### config.mk
export PLATFORM = sky130hd
export DESIGN_NAME = motor_cmd_sequencer
export DESIGN_NICKNAME = d
export VERILOG_FILES = /design/src/rtl/motor_cmd_sequencer.sv
export SDC_FILE = /design/constraint.sdc
export NUM_CORES = 1
export LEC_CHECK = 0
export ABC_AREA = 1
export BUFFER_PORTS_ARGS = -buffer_cell sky130_fd_sc_hd__buf_2
export CAP_MARGIN = 20
export CELL_PAD_IN_SITES_DETAIL_PLACEMENT = 1
export CELL_PAD_IN_SITES_GLOBAL_PLACEMENT = 1
export CORE_MARGIN = 2
export CORE_UTILIZATION = 35
export CTS_BUF_LIST = sky130_fd_sc_hd__clkbuf_4
export DETAILED_ROUTE_END_ITERATION = 7
export GPL_ROUTABILITY_DRIVEN = 0
export HOLD_SLACK_MARGIN = 0.12
export PLACE_DENSITY_LB_ADDON = 0.1
export SETUP_SLACK_MARGIN = 0.05
export SLEW_MARGIN = 10
export SYNTH_ARGS = -nofsm -noshare
export SYNTH_HDL_FRONTEND = slang
export SYNTH_SLANG_ARGS = --single-unit
### constraint.sdc
create_clock -name i_clk -period 3.6 [get_ports i_clk]
set_clock_uncertainty 0.1 [all_clocks]
set_input_delay 0.54 -clock i_clk [delete_from_list [all_inputs] [get_ports i_clk]]
set_output_delay 0.54 -clock i_clk [all_outputs]
set_load 0.05 [all_outputs]
### src/rtl/motor_cmd_sequencer.sv
// Motor command sequencer: slew-limited PWM command with safe direction reversal,
// braking and a sticky stall fault.
module motor_cmd_sequencer #(
    parameter int K_PWMRES  = 10,
    parameter int K_STALL_W = 8
) (
    input  logic                 i_clk,
    input  logic                 i_rst_n,
    input  logic                 i_enable,
    input  logic [K_PWMRES-1:0]  i_target_pwm,
    input  logic                 i_target_reverse,
    input  logic                 i_ramp_tick,
    input  logic [3:0]           i_ramp_step,
    input  logic                 i_speed_is_low,
    input  logic [K_STALL_W-1:0] i_stall_timeout,
    output logic [K_PWMRES-1:0]  o_pwm_command,
    output logic                 o_reverse,
    output logic                 o_brake,
    output logic [2:0]           o_state,
    output logic                 o_fault
);

    typedef enum logic [2:0] {
        ST_IDLE  = 3'd0,
        ST_RAMP  = 3'd1,
        ST_RUN   = 3'd2,
        ST_DECEL = 3'd3,
        ST_BRAKE = 3'd4,
        ST_FAULT = 3'd5
    } state_t;

    state_t                 state_q, state_d;
    logic [K_PWMRES-1:0]    pwm_q, pwm_d;
    logic                   reverse_q, reverse_d;
    logic                   brake_q, brake_d;
    logic                   fault_q, fault_d;
    logic [K_STALL_W-1:0]   stall_q, stall_d;

    logic [K_PWMRES:0]      pwm_ext, tgt_ext, step_ext, up_sum, dn_diff;
    logic [K_PWMRES-1:0]    slew_pwm, decel_pwm;
    logic                   start_req, exit_req, powered, stall_trip;

    // One extra bit on the slew arithmetic so overshoot and underflow are visible
    assign pwm_ext  = {1'b0, pwm_q};
    assign tgt_ext  = {1'b0, i_target_pwm};
    assign step_ext = {{(K_PWMRES - 3){1'b0}}, i_ramp_step};
    assign up_sum   = pwm_ext + step_ext;
    assign dn_diff  = pwm_ext - step_ext;

    always_comb begin
        slew_pwm = i_target_pwm;
        if (i_ramp_step != 4'd0) begin
            if (pwm_q < i_target_pwm) begin
                slew_pwm = (up_sum >= tgt_ext) ? i_target_pwm : up_sum[K_PWMRES-1:0];
            end else if (pwm_q > i_target_pwm) begin
                slew_pwm = (dn_diff[K_PWMRES] || dn_diff <= tgt_ext) ? i_target_pwm
                                                                     : dn_diff[K_PWMRES-1:0];
            end
        end
    end

    always_comb begin
        decel_pwm = '0;
        if (i_ramp_step != 4'd0 && !dn_diff[K_PWMRES]) begin
            decel_pwm = dn_diff[K_PWMRES-1:0];
        end
    end

    assign start_req  = i_enable && (i_target_pwm != '0);
    assign exit_req   = !i_enable || (i_target_pwm == '0) || (i_target_reverse != reverse_q);
    assign powered    = (state_q == ST_RAMP) || (state_q == ST_RUN);
    assign stall_trip = powered && (i_stall_timeout != '0) && (stall_q == i_stall_timeout);

    always_comb begin
        state_d   = state_q;
        pwm_d     = pwm_q;
        reverse_d = reverse_q;
        stall_d   = '0;

        // Stall counting only while driving a nonzero duty into a motor that isn't moving
        if (powered && pwm_q != '0 && i_speed_is_low) begin
            stall_d = (i_ramp_tick && !(&stall_q)) ? stall_q + 1'b1 : stall_q;
        end

        case (state_q)
            ST_IDLE: begin
                pwm_d = '0;
                if (start_req) begin
                    reverse_d = i_target_reverse;
                    state_d   = ST_RAMP;
                end
            end
            ST_RAMP, ST_RUN: begin
                if (stall_trip) begin
                    state_d = ST_FAULT;
                    pwm_d   = '0;
                    stall_d = '0;
                end else if (exit_req) begin
                    state_d = ST_DECEL;
                end else begin
                    if (i_ramp_tick) begin
                        pwm_d = slew_pwm;
                    end
                    if (state_q == ST_RAMP && pwm_q == i_target_pwm) begin
                        state_d = ST_RUN;
                    end
                end
            end
            ST_DECEL: begin
                if (i_ramp_tick) begin
                    pwm_d = decel_pwm;
                end
                if (pwm_q == '0) begin
                    state_d = ST_BRAKE;
                end
            end
            ST_BRAKE: begin
                pwm_d = '0;
                if (i_speed_is_low) begin
                    if (start_req) begin
                        reverse_d = i_target_reverse;
                        state_d   = ST_RAMP;
                    end else begin
                        state_d = ST_IDLE;
                    end
                end
            end
            ST_FAULT: begin
                pwm_d = '0;
                if (!i_enable) begin
                    state_d = ST_IDLE;
                end
            end
            default: begin
                state_d = ST_IDLE;
                pwm_d   = '0;
            end
        endcase

        brake_d = (state_d == ST_IDLE) || (state_d == ST_BRAKE) || (state_d == ST_FAULT);
        fault_d = (state_d == ST_FAULT);
    end

    always_ff @(posedge i_clk or negedge i_rst_n) begin
        if (!i_rst_n) begin
            state_q   <= ST_IDLE;
            pwm_q     <= '0;
            reverse_q <= 1'b0;
            brake_q   <= 1'b1;
            fault_q   <= 1'b0;
            stall_q   <= '0;
        end else begin
            state_q   <= state_d;
            pwm_q     <= pwm_d;
            reverse_q <= reverse_d;
            brake_q   <= brake_d;
            fault_q   <= fault_d;
            stall_q   <= stall_d;
        end
    end

    assign o_pwm_command = pwm_q;
    assign o_reverse     = reverse_q;
    assign o_brake       = brake_q;
    assign o_state       = state_q;
    assign o_fault       = fault_q;

endmodule

; Word level (Yosys, flattened, before mapping)
; Index checks and enable logic that the tools add are counted.
[classes]
reduce_logical = 30
n_eq_ne = 14
n_mux = 27
n_addsub = 3
magnitude_cmp = 4
[ops]
columns = operator, count
row1 = 2-to-1 mux 10 bit, 10
row2 = 2-to-1 mux 8 bit, 4
row3 = 2-to-1 mux 3 bit, 7
row4 = zero test 10 bit, 2
row5 = case mux 10 bit (2 select lines), 1
row6 = nonzero test 10 bit, 2
row7 = case mux 3 bit (5 select lines), 1
row8 = "equality test 3 bit, second input constant", 4
row9 = adder 10 x 4 -> 11 bit, 1
row10 = greater-or-equal comparator 11 x 10 -> 1 bit, 1
row11 = <= comparator 11 x 10 -> 1 bit, 1
row12 = subtractor 10 x 4 -> 11 bit, 1
row13 = equality test 10 bit, 1
row14 = > comparator 10 bit, 1
row15 = less-than comparator 10 bit, 1
row16 = "adder 8 x 1 -> 8 bit, second input constant", 1
row17 = equality test 8 bit, 1
row18 = logical AND 1 bit, 8
row19 = AND reduction 8 bit, 1
row20 = nonzero test 8 bit, 1
row21 = "equality test 3 x 2 -> 1 bit, second input constant", 2
row22 = zero test 3 bit, 2
row23 = logical OR 1 bit, 6
row24 = "inequality test 3 bit, second input constant", 2
row25 = other kinds (11), 16
[totals]
inputBits = 28
elab_cells = 84
regBits = 24
out_inout_bits = 16

; Depth between registers and ports, before layout
[depth]
ltp_word = 11
ltp_mapped = 27
ltp_nobuf = 26

; Worst setup path before layout
; No wires, ideal clock.
[synth_path]
path_kind = register -> register
start = register pwm_q[0], in the netlist o_pwm_command[0]
end = register pwm_q[8], in the netlist o_pwm_command[8]
path_stages_with_launch = 22
arrival_time_ps = 3335
t_required_ps = 3426
setup_slack_ps = 91
synth_period_minus_slack_ps = 3509
n_path_buf = 1
setup_ps = 74
path_cell_list = dfrtp_1 ha_1 inv_1 fa_1 nand3b_1 a21oi_1 xor2_1 ha_1 nand2_1 inv_1 a21oi_1 nand2_1 nand2_1 nand3_1 nand2_1 clkbuf_4 nand3_2 nand3_1 nand2_1 nand2_1 nand2_1 a21oi_2
[synth_between]
elab_chain_len = 11
elab_cells_between_ends = 20
cone_classes = add/sub: 2 / order compare: 4 / mux: 11 / reduce/logical: 3
[synth_lines]
columns = element, line_no
row1 = from (decl), 33  ; logic [K_PWMRES-1:0] pwm_q, pwm_d;
row2 = from (signal assigned), 154  ; pwm_q <= pwm_d;
row3 = subtractor 10 x 4 -> 11 bit, 48  ; assign dn_diff = pwm_ext - step_ext;
row4 = <= comparator 11 x 10 -> 1 bit, 56  ; slew_pwm = (dn_diff[K_PWMRES] || dn_diff <= tgt_ext) ? i_target_pwm
row5 = logical OR 1 bit, 56
row6 = 2-to-1 mux 10 bit, 56
row7 = 2-to-1 mux 10 bit, 55  ; end else if (pwm_q > i_target_pwm) begin
row8 = 2-to-1 mux 10 bit, 53  ; if (pwm_q < i_target_pwm) begin
row9 = 2-to-1 mux 10 bit, 52  ; if (i_ramp_step != 4'd0) begin
row10 = 2-to-1 mux 10 bit, 101  ; if (i_ramp_tick) begin
row11 = 2-to-1 mux 10 bit, 98  ; end else if (exit_req) begin
row12 = 2-to-1 mux 10 bit, 94  ; if (stall_trip) begin
row13 = case mux 10 bit (2 select lines) (*), 85  ; case (state_q)
; Mark *: on every way between the ends. The rest lies on a longest branch, timed or not. The select of a mux whose other input is x is not followed.
; A chain may end at the register's enable or synchronous reset.

; Worst setup path in the final report
[layout_path]
start = register pwm_q[0], in the netlist o_pwm_command[0]
end = register pwm_q[2], in the netlist o_pwm_command[2]
; The elaborated chain is that of the path after synthesis.

==> reports/metrics.yaml <==
worst_setup_path:
  rr_endpoint: "o_pwm_command[2]"
  worst-r2r-cell-count: 23
  path_max_fanout: 10
  cp.arrival_ps: 3520
  crit_type: "flop to flop"
  required_ps: 3760
  worstSetupEndpointType: "flop"
  timing.rr.start: "o_pwm_command[0]"
  reg2reg_slack_ps: 240
  crit_path_start_kind: "flop"
detailed_routing:
  route.detailed.drc: 0
  ant_nets: 0
  wl_mm: 13.5
  drt_first_pass_iters: 5
  num_vias: 3944
  wl_per_cell_um: 17.6
  vias_per_cell: 5.14
  drtIter0Drc: 259
power:
  total_leakage_power_nw: 2.36
  power_density_nw_per_um2: 1040
  ir_worst_vdd_v: 0.000679
  switching_power_mw: 2.67
  pwr-share-clk: 0.047
  total_power_mw: 4.61
  intPower_mw: 1.94
  sequentialPowerShare: 0.121
  comb_power_share: 0.832
  switching_share: 0.579
synthesis:
  async_flop_share: 1.00
  yosysSeqAreaShare: 0.166
  synth.avg_cell_area_um2: 6.59
  synth_area_um2: 3620
  syn-instance-count: 549
  synth_cell_types: 46
  ys_ff_latch: 24
  synth_flop_cell: "dfrtp_1"
  yosysWarnings: 0
  synth_nets: 618
  synth_edf_count: 0
clock_network:
  cts_max_path_buffers: 2
  h-tree-depth: 1
  cts.sinks: 24
  cts_buffers: 3
  worstSkewPairLatency_ps: 360
  clkTransAtPathRegs_ps: 190
  clock-root-buffer: "clkbuf_4"
  cts_tree: "built"
sta:
  relSlewSlack: 0.559
  rsz0062_at_grt: "yes"
  holdWs_ps: 324
  hold_violations: 0
  layout_min_cycle_time_ps: 3360
  post-route-period-util: 0.933
  setup_viol: 0
  maxSlewViolCount: 0
  setup_ws_ps: 241
  clock.fmax_mhz: 298
  timing.setup.tns_ps: 0
  worst_pin_slew_ps: 662
finish:
  drive_gt1_frac: 0.268
  layout_common_cells: "nand2_1, inv_1, nand3_1, nor2_1, buf_2"
  finish.instance_area_um2: 4440
  final_common_cell: "nand2_1"
  nets: 701
  syn_to_final_growth_pct: 22.6
  fin_util: 0.436
  final_cells: 767
  antenna_cells: 0
floorplan:
  num_rows: 37
  start_util: 0.355
  ios: 44
  core_um2: 10200
  die_area_um2: 11200
  die_h_um: 106
  die_w_um: 106
job:
  drv_cap: 0
place:
  port_buffers: 43
  place_hpwl_mm: 10.9
  dp_cells: 758
  place_area_um2: 4220
  pre_cts_ws_ps: -124
global_route:
  grt_remaining_overflow: 0
  antenna_found_initial: 0
  grt_pass1_wl_mm: 22.1
  grt_max_degree: 25
  grt_pass1_vias: 4187
  groute.usage.overall: 0.251
worst_hold_path:
  worstHoldPathCells: 2
  worstHoldEndpoint: "o_reverse"
  hp-start: "i_target_reverse"
  hp-class: "input pin to flop"
status:
  outcome: "finished, final reports clean"
## logic make-up (layout without fill, tap and decap cells)
family                   count (synthesis)  after routing  synth area share
AO/OA/AOI/OAI                           58             58             0.102
multiplexers                             1              1           0.00311
adder cells (fa/ha/maj)                 41             41             0.146
AND/OR/NAND/NOR                        309            309             0.406
flip-flops                              24             24             0.166
buffers and inverters                   94            176             0.123
XOR/XNOR                                22             22            0.0533
## power by group through the flow
stage | sequential (mW) | clock (mW) | combinational (mW)
floorplan | 0.735 | 0 | 2.26
finish | 0.559 | 0.218 | 3.84
global route | 0.573 | 0.230 | 4.26
detailed placement | 0.541 | 0 | 3.64
global placement | 0.546 | 0 | 3.57
CTS | 0.538 | 0.222 | 3.68
## critical path: stages (launching register included)
cell	delay, ps
dfrtp_2	480
inv_2	80
ha_4	170
fa_2	380
nor2_4	110
nand2_2	80
nand3_2	100
xor2_2	90
ha_1	310
nand2_1	70
nor2_1	180
nand2_1	80
nand2_1	80
nand2_1	60
nand2_1	50
nand2_1	50
nand2_1	130
buf_6	160
nand3_1	70
nand3_1	80
nand2_1	70
nand2_1	70
nand2_1	70
a21oi_2	160
## repair_timing
action,in CTS,in global routing
hold buffers,1,0
gates resized for setup,3,23
buffers inserted,1,3
pin swaps,0,4
hold endpoints to repair,23,0
setup endpoints to repair,2,10
## sequential cells by signal (all words and copies together), names as in the netlist
| signal | count |
|---|---|
| o_state | 3 |
| stall_q | 8 |
| o_fault | 1 |
| o_brake | 1 |
| o_pwm_command | 10 |
| o_reverse | 1 |
## routing by layer
metal,vias to the layer above,global-route usage,part of all wire
met5,-,0,0
met4,0,0.0414,0.0088
met3,7,0.0223,0.040
met2,87,0.412,0.47
met1,1908,0.362,0.48
li1,1942,-,-
## layout make-up
| class | instances | area (um2) |
|---|---|---|
| Clock inverter | 1 | 30.0 |
| Tap cell | 136 | 170 |
| Timing Repair Buffer | 91 | 614 |
| Clock buffer | 3 | 22.5 |
| Sequential cell | 24 | 604 |
| Inverter | 81 | 318 |
| Fill cell | 1347 | 5750 |
| Multi-Input combinational cell | 431 | 2680 |
## worst max path at each step
stage                           startpoint          endpoint  slack (ps)  depth (start not counted)
after floorplan           o_pwm_command[0]  o_pwm_command[8]          90                         21
after global placement      i_ramp_step[0]  o_pwm_command[2]        -160                         22
after detailed placement    i_ramp_step[0]  o_pwm_command[8]        -120                         22
after CTS                 o_pwm_command[0]  o_pwm_command[2]          80                         25
after global routing      o_pwm_command[0]  o_pwm_command[0]          10                         25
final                     o_pwm_command[0]  o_pwm_command[2]         240                         23
## synthesized netlist by cell type (4+ instances only)
cell | number | area [um2]
buf_6 | 7 | 78.8
nand2_2 | 6 | 37.5
nor4_1 | 4 | 25.0
nand2_1 | 156 | 586
inv_1 | 68 | 255
xnor2_1 | 8 | 70.1
nand4_1 | 10 | 62.6
ha_1 | 39 | 488
inv_2 | 6 | 22.5
xor2_1 | 14 | 123
a21oi_2 | 10 | 87.6
a21oi_1 | 38 | 190
dfrtp_1 | 23 | 576
nand3_1 | 50 | 250
nand3_2 | 13 | 130
nor3_1 | 8 | 40.0
nor2_1 | 46 | 173
Power figures use the tool's default switching activity.
